## config.mk

```make
export PLATFORM = sky130hd
export DESIGN_NAME = mem_stage_lsu
export DESIGN_NICKNAME = d
export VERILOG_FILES = /design/src/rtl/mem_stage_lsu.sv
export SDC_FILE = /design/constraint.sdc
export NUM_CORES = 1
export LEC_CHECK = 0
export CORE_MARGIN = 2
export CORE_UTILIZATION = 45
export CTS_CLUSTER_DIAMETER = 50
export CTS_CLUSTER_SIZE = 40
export DETAILED_ROUTE_END_ITERATION = 6
export GPL_TIMING_DRIVEN = 0
export PLACE_DENSITY = 0.86
export SYNTH_ARGS = -nofsm -noshare
export SYNTH_HDL_FRONTEND = slang
export SYNTH_SLANG_ARGS = --single-unit
```

## constraint.sdc

```tcl
create_clock -name clk -period 2.7 [get_ports clk]
set_input_delay 0.54 -clock clk [delete_from_list [all_inputs] [get_ports clk]]
set_output_delay 0.54 -clock clk [all_outputs]
set_load 0.05 [all_outputs]
```

## src/rtl/mem_stage_lsu.sv

```systemverilog
// mem_stage_lsu: MEM-stage load/store unit.
// Accepts a decoded load/store and issues one word-aligned data-cache request
// with a byte mask and lane-replicated write data. It stalls the pipeline
// until the cache responds, then returns the aligned, extended load result.
// Optional build macro LSU_MISALIGN_TRAP_EN: misaligned half/word accesses
// skip the cache and are flagged on misalign. Without the macro, low
// address bits are silently truncated.
module mem_stage_lsu #(
    parameter int ADDR_W = 32,
    parameter int DATA_W = 32
) (
    input  logic              clk,
    input  logic              rst,
    input  logic              mem_valid,
    input  logic              dcache_read,
    input  logic              dcache_write,
    input  logic [2:0]        funct3,
    input  logic [ADDR_W-1:0] addr,
    input  logic [DATA_W-1:0] store_data,
    output logic              stall_out,
    output logic [DATA_W-1:0] load_data,
    output logic              load_valid,
    output logic              misalign,
    output logic              d_read,
    output logic              d_write,
    output logic [ADDR_W-1:0] d_addr,
    output logic [DATA_W-1:0] d_wdata,
    output logic [3:0]        d_mbe,
    input  logic              d_resp,
    input  logic [DATA_W-1:0] d_rdata
);

    typedef enum logic [1:0] {
        IDLE = 2'd0,
        REQ  = 2'd1,
        DONE = 2'd2
    } state_t;

    state_t            state_q;
    logic              is_rd_q;
    logic [2:0]        funct3_q;
    logic [1:0]        off_q;
    logic              d_read_q;
    logic              d_write_q;
    logic [ADDR_W-1:0] d_addr_q;
    logic [DATA_W-1:0] d_wdata_q;
    logic [3:0]        d_mbe_q;
    logic [DATA_W-1:0] load_data_q;
    logic              load_valid_q;
    logic              misalign_q;

    logic              accept_d;
    logic              mis_d;
    logic [3:0]        d_mbe_d;
    logic [DATA_W-1:0] d_wdata_d;
    logic [DATA_W-1:0] load_fmt_d;

    // Access size from funct3[1:0]: 00 byte, 01 half, anything else a word
    // (so reserved codes 011/110/111 behave as word accesses).
    function automatic logic [3:0] byte_mask(input logic [2:0] f3, input logic [1:0] off);
        logic [3:0] m;
        case (f3[1:0])
            2'b00:   m = 4'b0001 << off;
            2'b01:   m = 4'b0011 << {off[1], 1'b0};
            default: m = 4'b1111;
        endcase
        return m;
    endfunction

    function automatic logic [DATA_W-1:0] store_fmt(input logic [2:0] f3, input logic [DATA_W-1:0] sd);
        logic [DATA_W-1:0] w;
        case (f3[1:0])
            2'b00:   w = {4{sd[7:0]}};
            2'b01:   w = {2{sd[15:0]}};
            default: w = sd;
        endcase
        return w;
    endfunction

    // Pick the addressed lane and sign- or zero-extend it; funct3[2] marks unsigned.
    function automatic logic [DATA_W-1:0] load_fmt(input logic [2:0] f3, input logic [1:0] off,
                                                   input logic [DATA_W-1:0] rd);
        logic signed [7:0]  b_s;
        logic signed [15:0] h_s;
        logic [DATA_W-1:0]  r;
        b_s = rd[{off, 3'b000} +: 8];
        h_s = rd[{off[1], 4'b0000} +: 16];
        case (f3)
            3'b000:  r = DATA_W'(b_s);
            3'b100:  r = {24'd0, b_s};
            3'b001:  r = DATA_W'(h_s);
            3'b101:  r = {16'd0, h_s};
            default: r = rd;
        endcase
        return r;
    endfunction

    assign accept_d   = mem_valid & (dcache_read | dcache_write);
    assign d_mbe_d    = dcache_read ? 4'b1111 : byte_mask(funct3, addr[1:0]);
    assign d_wdata_d  = store_fmt(funct3, store_data);
    assign load_fmt_d = load_fmt(funct3_q, off_q, d_rdata);

`ifdef LSU_MISALIGN_TRAP_EN
    assign mis_d = ((funct3[1:0] == 2'b01) & addr[0]) |
                   (funct3[1] & (addr[1:0] != 2'b00));
`else
    assign mis_d = 1'b0;
`endif

    // Stall while an access is being accepted and while the cache request is outstanding.
    assign stall_out  = ((state_q == IDLE) && accept_d) || (state_q == REQ);
    assign load_data  = load_data_q;
    assign load_valid = load_valid_q;
    assign misalign   = misalign_q;
    assign d_read     = d_read_q;
    assign d_write    = d_write_q;
    assign d_addr     = d_addr_q;
    assign d_wdata    = d_wdata_q;
    assign d_mbe      = d_mbe_q;

    // Request FSM: capture the op in IDLE, hold the cache request in REQ, report in DONE.
    always_ff @(posedge clk) begin
        if (rst) begin
            state_q      <= IDLE;
            is_rd_q      <= 1'b0;
            funct3_q     <= 3'd0;
            off_q        <= 2'd0;
            d_read_q     <= 1'b0;
            d_write_q    <= 1'b0;
            d_addr_q     <= '0;
            d_wdata_q    <= '0;
            d_mbe_q      <= 4'd0;
            load_data_q  <= '0;
            load_valid_q <= 1'b0;
            misalign_q   <= 1'b0;
        end else begin
            case (state_q)
                IDLE: begin
                    load_valid_q <= 1'b0;
                    misalign_q   <= 1'b0;
                    if (accept_d) begin
                        // Read wins when both strobes are set.
                        is_rd_q   <= dcache_read;
                        funct3_q  <= funct3;
                        off_q     <= addr[1:0];
                        d_addr_q  <= {addr[ADDR_W-1:2], 2'b00};
                        d_mbe_q   <= d_mbe_d;
                        d_wdata_q <= d_wdata_d;
                        if (mis_d) begin
                            // Trapped access never reaches the cache.
                            state_q      <= DONE;
                            misalign_q   <= 1'b1;
                            load_valid_q <= dcache_read;
                            load_data_q  <= '0;
                        end else begin
                            state_q   <= REQ;
                            d_read_q  <= dcache_read;
                            d_write_q <= ~dcache_read;
                        end
                    end
                end
                REQ: begin
                    if (d_resp) begin
                        state_q   <= DONE;
                        d_read_q  <= 1'b0;
                        d_write_q <= 1'b0;
                        if (is_rd_q) begin
                            load_data_q  <= load_fmt_d;
                            load_valid_q <= 1'b1;
                        end
                    end
                end
                DONE: begin
                    state_q      <= IDLE;
                    load_valid_q <= 1'b0;
                    misalign_q   <= 1'b0;
                end
                default: begin
                    state_q <= IDLE;
                end
            endcase
        end
    end

endmodule

```

## Yosys cells after proc, flatten, opt, wreduce, memory -nomap -nowiden

Index checks and enable logic that the tools add are counted.

| cells by class | value |
|---|---|
| shift-type cells | 4 |
| div/mod/pow operators | 0 |
| $lt $le $gt $ge | 0 |
| multipliers | 0 |
| bitwise operators | 3 |
| reductions and logical operators | 13 |
| equality and inequality tests | 9 |
| add/subtract/negate cells | 0 |
| muxes and demuxes | 15 |

Operators with widths:

| kind | number |
|---|---|
| $pmux W32 S4 | 1 |
| $pmux W32 S2 | 1 |
| $shiftx A32 B6 Y16 | 1 |
| $shiftx A32 B6 Y8 | 1 |
| $reduce_and A3 Y1 | 3 |
| $pmux W4 S2 | 1 |
| $eq A3 B3 Y1 const B | 2 |
| $ne A2 B2 Y1 const B | 3 |
| $pmux W1 S2 | 3 |
| $mux W1 | 5 |
| $eq A2 B1 Y1 const B | 2 |
| $logic_not A2 Y1 | 2 |
| $mux W2 | 2 |
| $mux W4 | 1 |
| $pmux W2 S2 | 1 |
| $reduce_and A2 Y1 | 2 |
| $reduce_bool A2 Y1 | 2 |
| $shl A1 B2 Y4 const A | 1 |
| $shl A2 B2 Y4 const A | 1 |
| $eq A3 B1 Y1 const B | 1 |
| $logic_not A3 Y1 | 1 |
| $eq A2 B2 Y1 const B | 1 |
| $reduce_or A2 Y1 | 1 |
| $and A1 B1 Y1 | 1 |
| other kinds (4) | 4 |

| storage, ports and cells | value |
|---|---|
| memory bits (read-only) | 0 |
| memories | 0 |
| bits in latches | 0 |
| output and inout bits | 105 |
| RAM bits | 0 |
| register bits | 109 |
| logic and storage cells | 55 |
| input bits | 105 |

## Longest topological paths before layout

Gate-level depths: netlist of run 1.

| logic depth | value |
|---|---|
| word-level depth | 4 |
| depth in mapped cells | 6 |
| gate-level depth less buffers | 4 |

## Worst setup path before layout of run 1

No wires, ideal clock.

| path | value |
|---|---|
| path kind | input to output |
| start | input port dcache_read |
| end | output port stall_out |
| path slack | 685 ps |
| path buffers | 0 |
| stages | 2 |
| data required time | 2160 ps |
| arrival time | 1475 ps |
| cell sequence | o21ai_0 a21oi_1 |

| between the ends | value |
|---|---|
| cells in the longest elaborated chain, start to end | 4 |

Ends and longest elaborated chain:

| element | line | text |
|---|---|---|
| start, declared | 15 | `input logic dcache_read,` |
| $or A1 B1 Y1 | 98 | `assign accept_d = mem_valid & (dcache_read \| dcache_write);` |
| $and A1 B1 Y1 | 98 |  |
| $logic_and A1 B1 Y1 | 111 | `assign stall_out = ((state_q == IDLE) && accept_d) \|\| (state_q == REQ);` |
| $logic_or A1 B1 Y1 | 111 |  |
| end, declared | 20 | `output logic stall_out,` |

No other way between the ends.

## Worst setup path in the final report of run 1

Ends and elaborated chain as after synthesis.

==> results of run 1 <==
-- power groups by stage --
stage | combinational [mW] | sequential [mW] | clock (mW)
finish | 0.978 | 1.74 | 0.929
global route | 1.04 | 1.75 | 1.00
CTS | 0.974 | 1.74 | 0.942
detailed placement | 0.970 | 1.78 | 0
global placement | 0.952 | 1.77 | 0
floorplan | 0.291 | 2.04 | 0
-- synthesized netlist by cell type, drive strengths merged --
library cell and instances:
nand3b 1, mux4 1, or3 5, o21bai 2
a221oi 5, or2 1, a31o 1, mux2 2
and4b 1, nor2 42, nor3 8, conb 1
a31oi 6, o31ai 1, a311oi 12, nand4b 1
o21ai 47, nor3b 1, buf 14, dfxtp 109
and2 1, or2b 1, o221a 5, o2111ai 1
inv 4, a22oi 1, nand3 2, nand2b 5
mux2i 24, nor2b 2, nand2 159, nand4 1
a21oi 76, a41o 1, clkbuf 36, a211oi 10
-- metrics by stage --
step	setup WS (ns)	instances
floorplan	0.685	592
global placement	-0.120	932
detailed placement	-0.130	932
CTS	0.153	948
global route	0.0625	948
finish	0.164	948
-- final timing paths --
check | from | endpoint | depth (start not counted)
setup reg to reg | off_q[1] | load_data[17] | 6
setup / recovery | dcache_read | stall_out | 4
hold / removal | d_addr[31] | d_addr[31] | 2
hold reg to reg | d_addr[31] | d_addr[31] | 2
-- critical path, stage by stage --
cell and delay, ns:
clkdlybuf4s50_1 0.55, o21ai_0 0.18, a21oi_1 0.17, dlygate4sd2_1 0.55
-- registers in the layout, summed over array words and instances, names as in the netlist --
register and cells:
d_addr 30, d_mbe 4, d_read 1, d_wdata 32
d_write 1, funct3_q 3, is_rd_q 1, load_data 32
load_valid 1, off_q 2, state_q 2
-- logic make-up after synthesis --
kind of cell | count (synthesis) | synth area share [%]
AOI/OAI and AO/OA | 168 | 21.6
and+or+nand+nor | 231 | 20.4
DFF | 109 | 46.9
buffers and inverters | 54 | 4.95
muxes | 27 | 6.13
other | 1 | 0.0806
-- routing by layer --
| layer | track usage (%) | vias to the layer above |
|---|---|---|
| li1 | - | 2454 |
| met1 | 34.6 | 2402 |
| met2 | 47.5 | 234 |
| met3 | 6.74 | 35 |
| met4 | 12.5 | 0 |
| met5 | 0 | - |
-- layout make-up --
type	count	area [sq um]	share of cell area (%)
flip-flops and latches	109	2180	30.9
repair buffers	204	2040	28.9
clock inverters	4	33.8	0.479
multi-input cells	429	2250	31.9
plain buffers	50	215	3.05
well taps	136	170	2.41
clock buffers	12	145	2.06
inverters	4	15.0	0.213
-- timing repair --
| item | 4_1_cts | 5_1_grt |
|---|---|---|
| setup buffers | 0 | 0 |
| hold endpoints to repair | 0 | 0 |
| gates resized for setup | 1 | 0 |
| endpoints found under the setup margin | 1 | 0 |
==> key figures, run 1 <==
Floorplan
  • Initial Util: 45.7%
  • Chip height: 106 um
  • Std-Cell Rows: 37
  • Core Area: 10200 sq um
  • Width of the die: 106 um
  • Top-level I/O count: 210
  • Die area: 11200 sq um

Clock tree
  • H-Tree Depth: 3
  • Cts hold-fix bufs: 0
  • CTS Sinks: 109
  • Clock slew seen by the registers of the worst setup and hold paths: 0.11 ns
  • Worst skew pair latency: 0.38 ns
  • Max clock buf depth: 2
  • Root Driver: clkbuf_8
  • CTS tree: done
  • Clock buffer count from CTS: 9

Placement
  • Placed Area: 6870 sq um
  • GPL Wtd Cong: 0.882
  • Post-DP HPWL: 12.4 mm
  • PortBufs: 204

Timing
  • Hold_ws: 0.461 ns
  • Max Clock Freq: 394 MHz
  • Slew of the pin with the lowest slew margin: 0.684 ns
  • Final Setup Violations: 0
  • Final hold violations: 0
  • Max-slew violations: 0
  • Final TNS setup: 0 ns
  • Slew headroom: 54.4%
  • Crit path time final: 2.54 ns
  • Period Utilization, post-route: 93.9%
  • Layout Skew: 0.00968 ns
  • RSZ-0062 raised after global routing: no

Route
  • Highest Signal Layer: met4
  • Drt drc: 0
  • Overall routed net length: 16.0 mm
  • WL met2: 7.65 mm
  • Vias per cell: 5.41
  • Starting DRT DRC Count: 367
  • Routed wire per std cell: 16.9 um
  • ANT nets after route: 0
  • TritonRoute pass-1 iters: 7
  • Metal3 WL: 1.31 mm
  • Via Count: 5125
  • Met1 wire length: 6.48 mm

Synth
  • Yosys top cell area share: 46.9%
  • Ys Warns: 0
  • Synth area leader: dfxtp_1
  • Cells after Synth: 590
  • Flops & latches, synth: 109
  • Synthesized area per cell: 7.89 sq um
  • Register area share after synthesis: 46.9%
  • Synthesized area: 4650 sq um
  • Post-synth cell types: 40
  • Synth area leaders: dfxtp_1, nand2_1, a21oi_1

Pwr
  • P_leak: 2.53 nW
  • Switching power: 1.21 mW
  • Pwr per Cell Area: 517 nW/um^2
  • Worst VDD drop: 0.268 mV
  • Net switching fraction of the power: 33.2%
  • Total design power: 3.65 mW
  • Clock power share: 25.5%
  • Int Pwr: 2.44 mW
  • Share of power burned in combinational logic: 26.8%
  • Sequential share of power: 47.7%

Finish
  • Filler cell count: 843
  • Fraction of layout cells with a size suffix above 1: 4.06%
  • Commonest non-fill, non-tap cell in the layout: clkdlybuf4s50_1
  • Antenna cells: 0
  • Area growth syn-to-layout: 51.5%
  • Fin util: 69.2%
  • Final instance area: 7050 sq um
  • Most frequent cells in the layout: clkdlybuf4s50_1, nand2_1, dfxtp_1
  • Final net count: 912

Run status
  • Outcome: finished clean

Worst setup path
  • Worst EP required: 2.16 ns
  • Worst-path fanout max: 4
  • Setup Crit Path Kind: in -> out
  • Arrival time worst endpoint: 2.00 ns
  • Setup crit start kind: input port
  • Worst reg2reg setup slack: 0.69 ns
  • Critical Path Sink Type: primary output

Global route
  • First-pass GRT wire length: 25.3 mm
  • Aggregate global-route resource usage: 28.3%
  • Initial antenna violation count: 0
  • Total grt overflow: 0
  • Largest net degree at the start of global routing: 18
  • Vias in the first global route: 4982

Run
  • Max-Cap Viols: 0

Min path
  • Min-Delay Path Class: reg -> reg
Note: power is estimated with default switching activity, not from simulation.
==> run 2, diff against run 1 <==
- CELL_PAD_IN_SITES_DETAIL_PLACEMENT: default -> 1
- CELL_PAD_IN_SITES_GLOBAL_PLACEMENT: default -> 2
- CORE_UTILIZATION: 45 -> 24
- PLACE_DENSITY: 0.86 -> default
- PLACE_DENSITY_LB_ADDON: default -> 0.1
==> key figures, run 2 (synthesis gave the netlist of run 1 again) <==
Run status
  • Outcome: finished clean

Timing
  • Crit path time final: 2.58 ns
  • Final WS setup: 0.119 ns
  • Slew headroom: 53.8%
  • Layout Skew: 0.00906 ns
  • RSZ-0062 raised after global routing: no
  • Max Clock Freq: 387 MHz
  • Final hold violations: 0
  • Max-slew violations: 0
  • Period Utilization, post-route: 95.6%
  • Final Setup Violations: 0
  • Slew of the pin with the lowest slew margin: 0.693 ns

Floorplan
  • Width of the die: 143 um
  • Top-level I/O count: 210
  • Initial Util: 24.6%
  • Die area: 20500 sq um
  • Std-Cell Rows: 50
  • Core Area: 18900 sq um
  • Chip height: 143 um

Route
  • TritonRoute pass-1 iters: 4
  • Via Count: 5041
  • Drt drc: 0
  • Overall routed net length: 19.2 mm
  • Starting DRT DRC Count: 192
  • ANT nets after route: 0
  • Vias per cell: 4.70
  • Routed wire per std cell: 17.9 um

Global route
  • Initial antenna violation count: 0
  • Total grt overflow: 0
  • Aggregate global-route resource usage: 18.9%
  • Vias in the first global route: 5364
  • Largest net degree at the start of global routing: 21
  • First-pass GRT wire length: 29.9 mm

Pwr
  • P_leak: 2.58 nW
  • Total design power: 4.10 mW
  • Pwr per Cell Area: 560 nW/um^2
  • Worst VDD drop: 0.347 mV

Clock tree
  • Clock slew seen by the registers of the worst setup and hold paths: 0.09 ns
  • Setup Fix Bufs, Post-CTS: 0
  • Clock buffer count from CTS: 9
  • Max clock buf depth: 2
  • Root Driver: clkbuf_16
  • CTS Sinks: 109
  • Worst skew pair latency: 0.36 ns
  • CTS tree: done
  • H-Tree Depth: 3
  • Cts hold-fix bufs: 0

Placement
  • PortBufs: 204
  • GPL Wtd Cong: 0.801
  • Dpl ws: -0.279 ns
  • Post-DP HPWL: 14.8 mm

Finish
  • Most frequent cells in the layout: clkdlybuf4s50_1, nand2_1, dfxtp_1
  • Area growth syn-to-layout: 57.5%
  • Final net count: 912
  • Antenna cells: 0
  • Commonest non-fill, non-tap cell in the layout: clkdlybuf4s50_1
  • Fraction of layout cells with a size suffix above 1: 4.31%

Worst setup path
  • Worst-path fanout max: 4
  • Arrival time worst endpoint: 2.04 ns
  • RR Endpoint: load_data[13]
  • R2R depth: 5
  • Worst reg2reg setup slack: 0.65 ns
  • Critical Path Sink Type: primary output
  • Worst EP required: 2.16 ns
  • Worst r2r src: state_q[0]
  • Setup crit start kind: input port
  • Setup Crit Path Kind: in -> out

Min path
  • Min-Delay Path Class: reg -> reg
  • Hold Path Sink: d_addr[30]
  • Worst min-delay path startpoint: d_addr[30]
  • Hold Path Stages: 2

Run
  • Max-Cap Viols: 0
[run 2: cell count changes in the layout (fill, tap and decap cells not counted), sizes merged]
cell | previous run | this run
inv | 4 | 6
clkbuf | 48 | 45
clkinvlp | 1 | 3
clkinv | 3 | 2
[run 2: how the worst max path moves through the flow]
stage	from	to	slack, ns	depth (start not counted)
final	dcache_read	stall_out	0.12	4
after global routing	dcache_read	stall_out	0.05	4
after CTS	dcache_read	stall_out	0.03	4
after detailed placement	dcache_read	d_wdata[10]	-0.28	6
after global placement	dcache_read	stall_out	-0.24	4
after floorplan	dcache_read	stall_out	0.68	2
[run 2: through the flow]
step	hold slack, ns	std cells	utilization, %	area [sq um]	setup TNS (ns)
2_1_floorplan	0.446	592	-	4660	0
3_3_place_gp	0.443	1056	37.2	7030	-7.06
3_5_place_dp	0.450	1056	37.2	7030	-8.46
4_1_cts	0.463	1072	38.8	7320	0
5_1_grt	0.485	1072	38.8	7330	0
6_report	0.460	1072	38.8	7330	0
[run 2: report_power, final]
part           switching (mW)  internal, mW
registers              0.0504          1.69
logic                   0.618         0.378
clock network           0.716         0.651
[run 2: critical path: stages]
cell,delay [ns]
clkdlybuf4s50_1,0.57
o21ai_1,0.19
a21oi_1,0.18
dlygate4sd2_1,0.56
[run 2: layer usage]
metal	vias up	track usage (%)	wire, um
li1	2451	-	-
met1	2424	23.3	8320
met2	145	31.8	9200
met3	21	5.30	1290
met4	0	6.04	350
met5	-	0	0
[run 2: final cells by class]
cell class / instances / area [sq um]
Clock buffer: 9 / 225
Inverter: 4 / 15.0
Multi-Input combinational cell: 429 / 2250
Timing Repair Buffer: 204 / 2040
Tap cell: 260 / 325
Fill cell: 2255 / 11600
Sequential cell: 109 / 2180
Buffer: 50 / 215
Clock inverter: 7 / 70.1
[run 2: timing repair]
action | CTS | global route
gates cloned | 0 | 0
setup endpoints to repair | 1 | 13
pin swaps | 0 | 0
resized for setup | 1 | 2
==> run 3, diff against run 2 <==
- GPL_TIMING_DRIVEN: 0 -> default
- REMOVE_ABC_BUFFERS: default -> 1
==> key figures, run 3 (synthesis gave the netlist of run 1 again) <==
Placement
  • GPL Wtd Cong: 0.791
  • PortBufs: 206
  • Post-DP HPWL: 12.9 mm
  • Placed Area: 7010 sq um
  • Dpl ws: 0.261 ns
  • Placed cells: 1027

Min path
  • Min-Delay Path Class: reg -> reg

Clock tree
  • Root Driver: clkbuf_16
  • CTS Sinks: 109
  • H-Tree Depth: 3
  • CTS tree: done
  • Cts hold-fix bufs: 0
  • Cts repair resizes: 0
  • Max clock buf depth: 2
  • Setup Fix Bufs, Post-CTS: 0
  • Clock slew seen by the registers of the worst setup and hold paths: 0.08 ns
  • Worst skew pair latency: 0.35 ns
  • Clock buffer count from CTS: 9

Timing
  • Slew of the pin with the lowest slew margin: 0.745 ns
  • Final Setup Violations: 0
  • Slew headroom: 50.2%
  • Period Utilization, post-route: 85.1%
  • RSZ-0062 raised after global routing: no
  • Crit path time final: 2.30 ns
  • Final hold violations: 0
  • Max-slew violations: 0
  • Max Clock Freq: 435 MHz
  • Layout Skew: 0.00805 ns
  • Final WS setup: 0.401 ns
  • Final TNS setup: 0 ns

Pwr
  • Pwr per Cell Area: 547 nW/um^2
  • Worst VDD drop: 0.290 mV
  • P_leak: 2.59 nW

Worst setup path
  • Critical Path Sink Type: primary output
  • Worst EP required: 2.16 ns
  • Arrival time worst endpoint: 1.76 ns
  • Worst-path fanout max: 3
  • Setup Crit Path Kind: in -> out
  • Setup crit start kind: input port

Floorplan
  • Top-level I/O count: 210
  • Core Area: 18900 sq um
  • Chip height: 143 um
  • Width of the die: 143 um
  • Die area: 20500 sq um
  • Initial Util: 24.6%
  • Std-Cell Rows: 50

Route
  • ANT nets after route: 0
  • Via Count: 4899
  • Overall routed net length: 17.7 mm
  • Routed wire per std cell: 17.0 um
  • TritonRoute pass-1 iters: 4
  • Starting DRT DRC Count: 184
  • Vias per cell: 4.70
  • Drt drc: 0

Finish
  • Area growth syn-to-layout: 56.4%
  • Final Non-Filler Cells: 1042
  • Fin util: 38.5%
  • Fraction of layout cells with a size suffix above 1: 6.27%
  • Most frequent cells in the layout: clkdlybuf4s50_1, nand2_1, dfxtp_1
  • Final net count: 883
  • Commonest non-fill, non-tap cell in the layout: clkdlybuf4s50_1
  • Antenna cells: 0
  • Final instance area: 7280 sq um

Global route
  • Initial antenna violation count: 0
  • Aggregate global-route resource usage: 17.1%
  • Total grt overflow: 0
  • Vias in the first global route: 5082
  • First-pass GRT wire length: 27.2 mm
  • Largest net degree at the start of global routing: 92

Run status
  • Outcome: finished clean

Run
  • Max-Cap Viols: 0
## run 3: cell types whose count changed in the layout (fill, tap and decap cells not counted), sizes merged
cell / change
clkbuf: -35
buf: +7
clkdlybuf4s50: +1
clkinv: -1
dlygate4sd2: -1
inv: -1
## run 3: report_power, final
group          total, mW  switching (mW)  internal, mW
Sequential          1.74          0.0498          1.69
Combinational      0.976           0.590         0.386
Clock               1.26           0.639         0.624
## run 3: through the flow
step	hold WS, ns	power [mW]
floorplan	0.440	2.29
global placement	0.443	2.75
detailed placement	0.447	2.76
CTS	0.458	4.06
global route	0.479	4.20
finish	0.455	3.98
## run 3: critical path: stages
cell and delay [ns]:
clkdlybuf4s50_1 0.42, o21ai_0 0.41, a21oi_1 0.20, buf_12 0.18
## run 3: path summary, 6_finish.rpt
kind,start,to,slack (ns),cells after the start
setup / recovery,dcache_read,stall_out,0.40,4
hold / removal,d_addr[26],d_addr[26],0.46,2
setup reg to reg,funct3_q[0],load_data[3],0.94,4
hold reg to reg,d_addr[26],d_addr[26],0.46,2
## run 3: per-layer routing
| layer | vias up | part of all wire [%] | global-route usage [%] |
|---|---|---|---|
| met5 | - | 0 | 0 |
| li1 | 2398 | - | - |
| met1 | 2338 | 44 | 21.1 |
| met4 | 0 | 2.0 | 6.50 |
| met2 | 143 | 46 | 27.3 |
| met3 | 20 | 8.1 | 6.17 |
## run 3: layout make-up
cell class	count	area (sq um)
well taps	260	325
repair buffers	225	2230
clock inverters	5	36.3
flip-flops and latches	109	2180
clock buffers	10	229
fillers	2232	11600
multi-input cells	429	2260
inverters	4	15.0
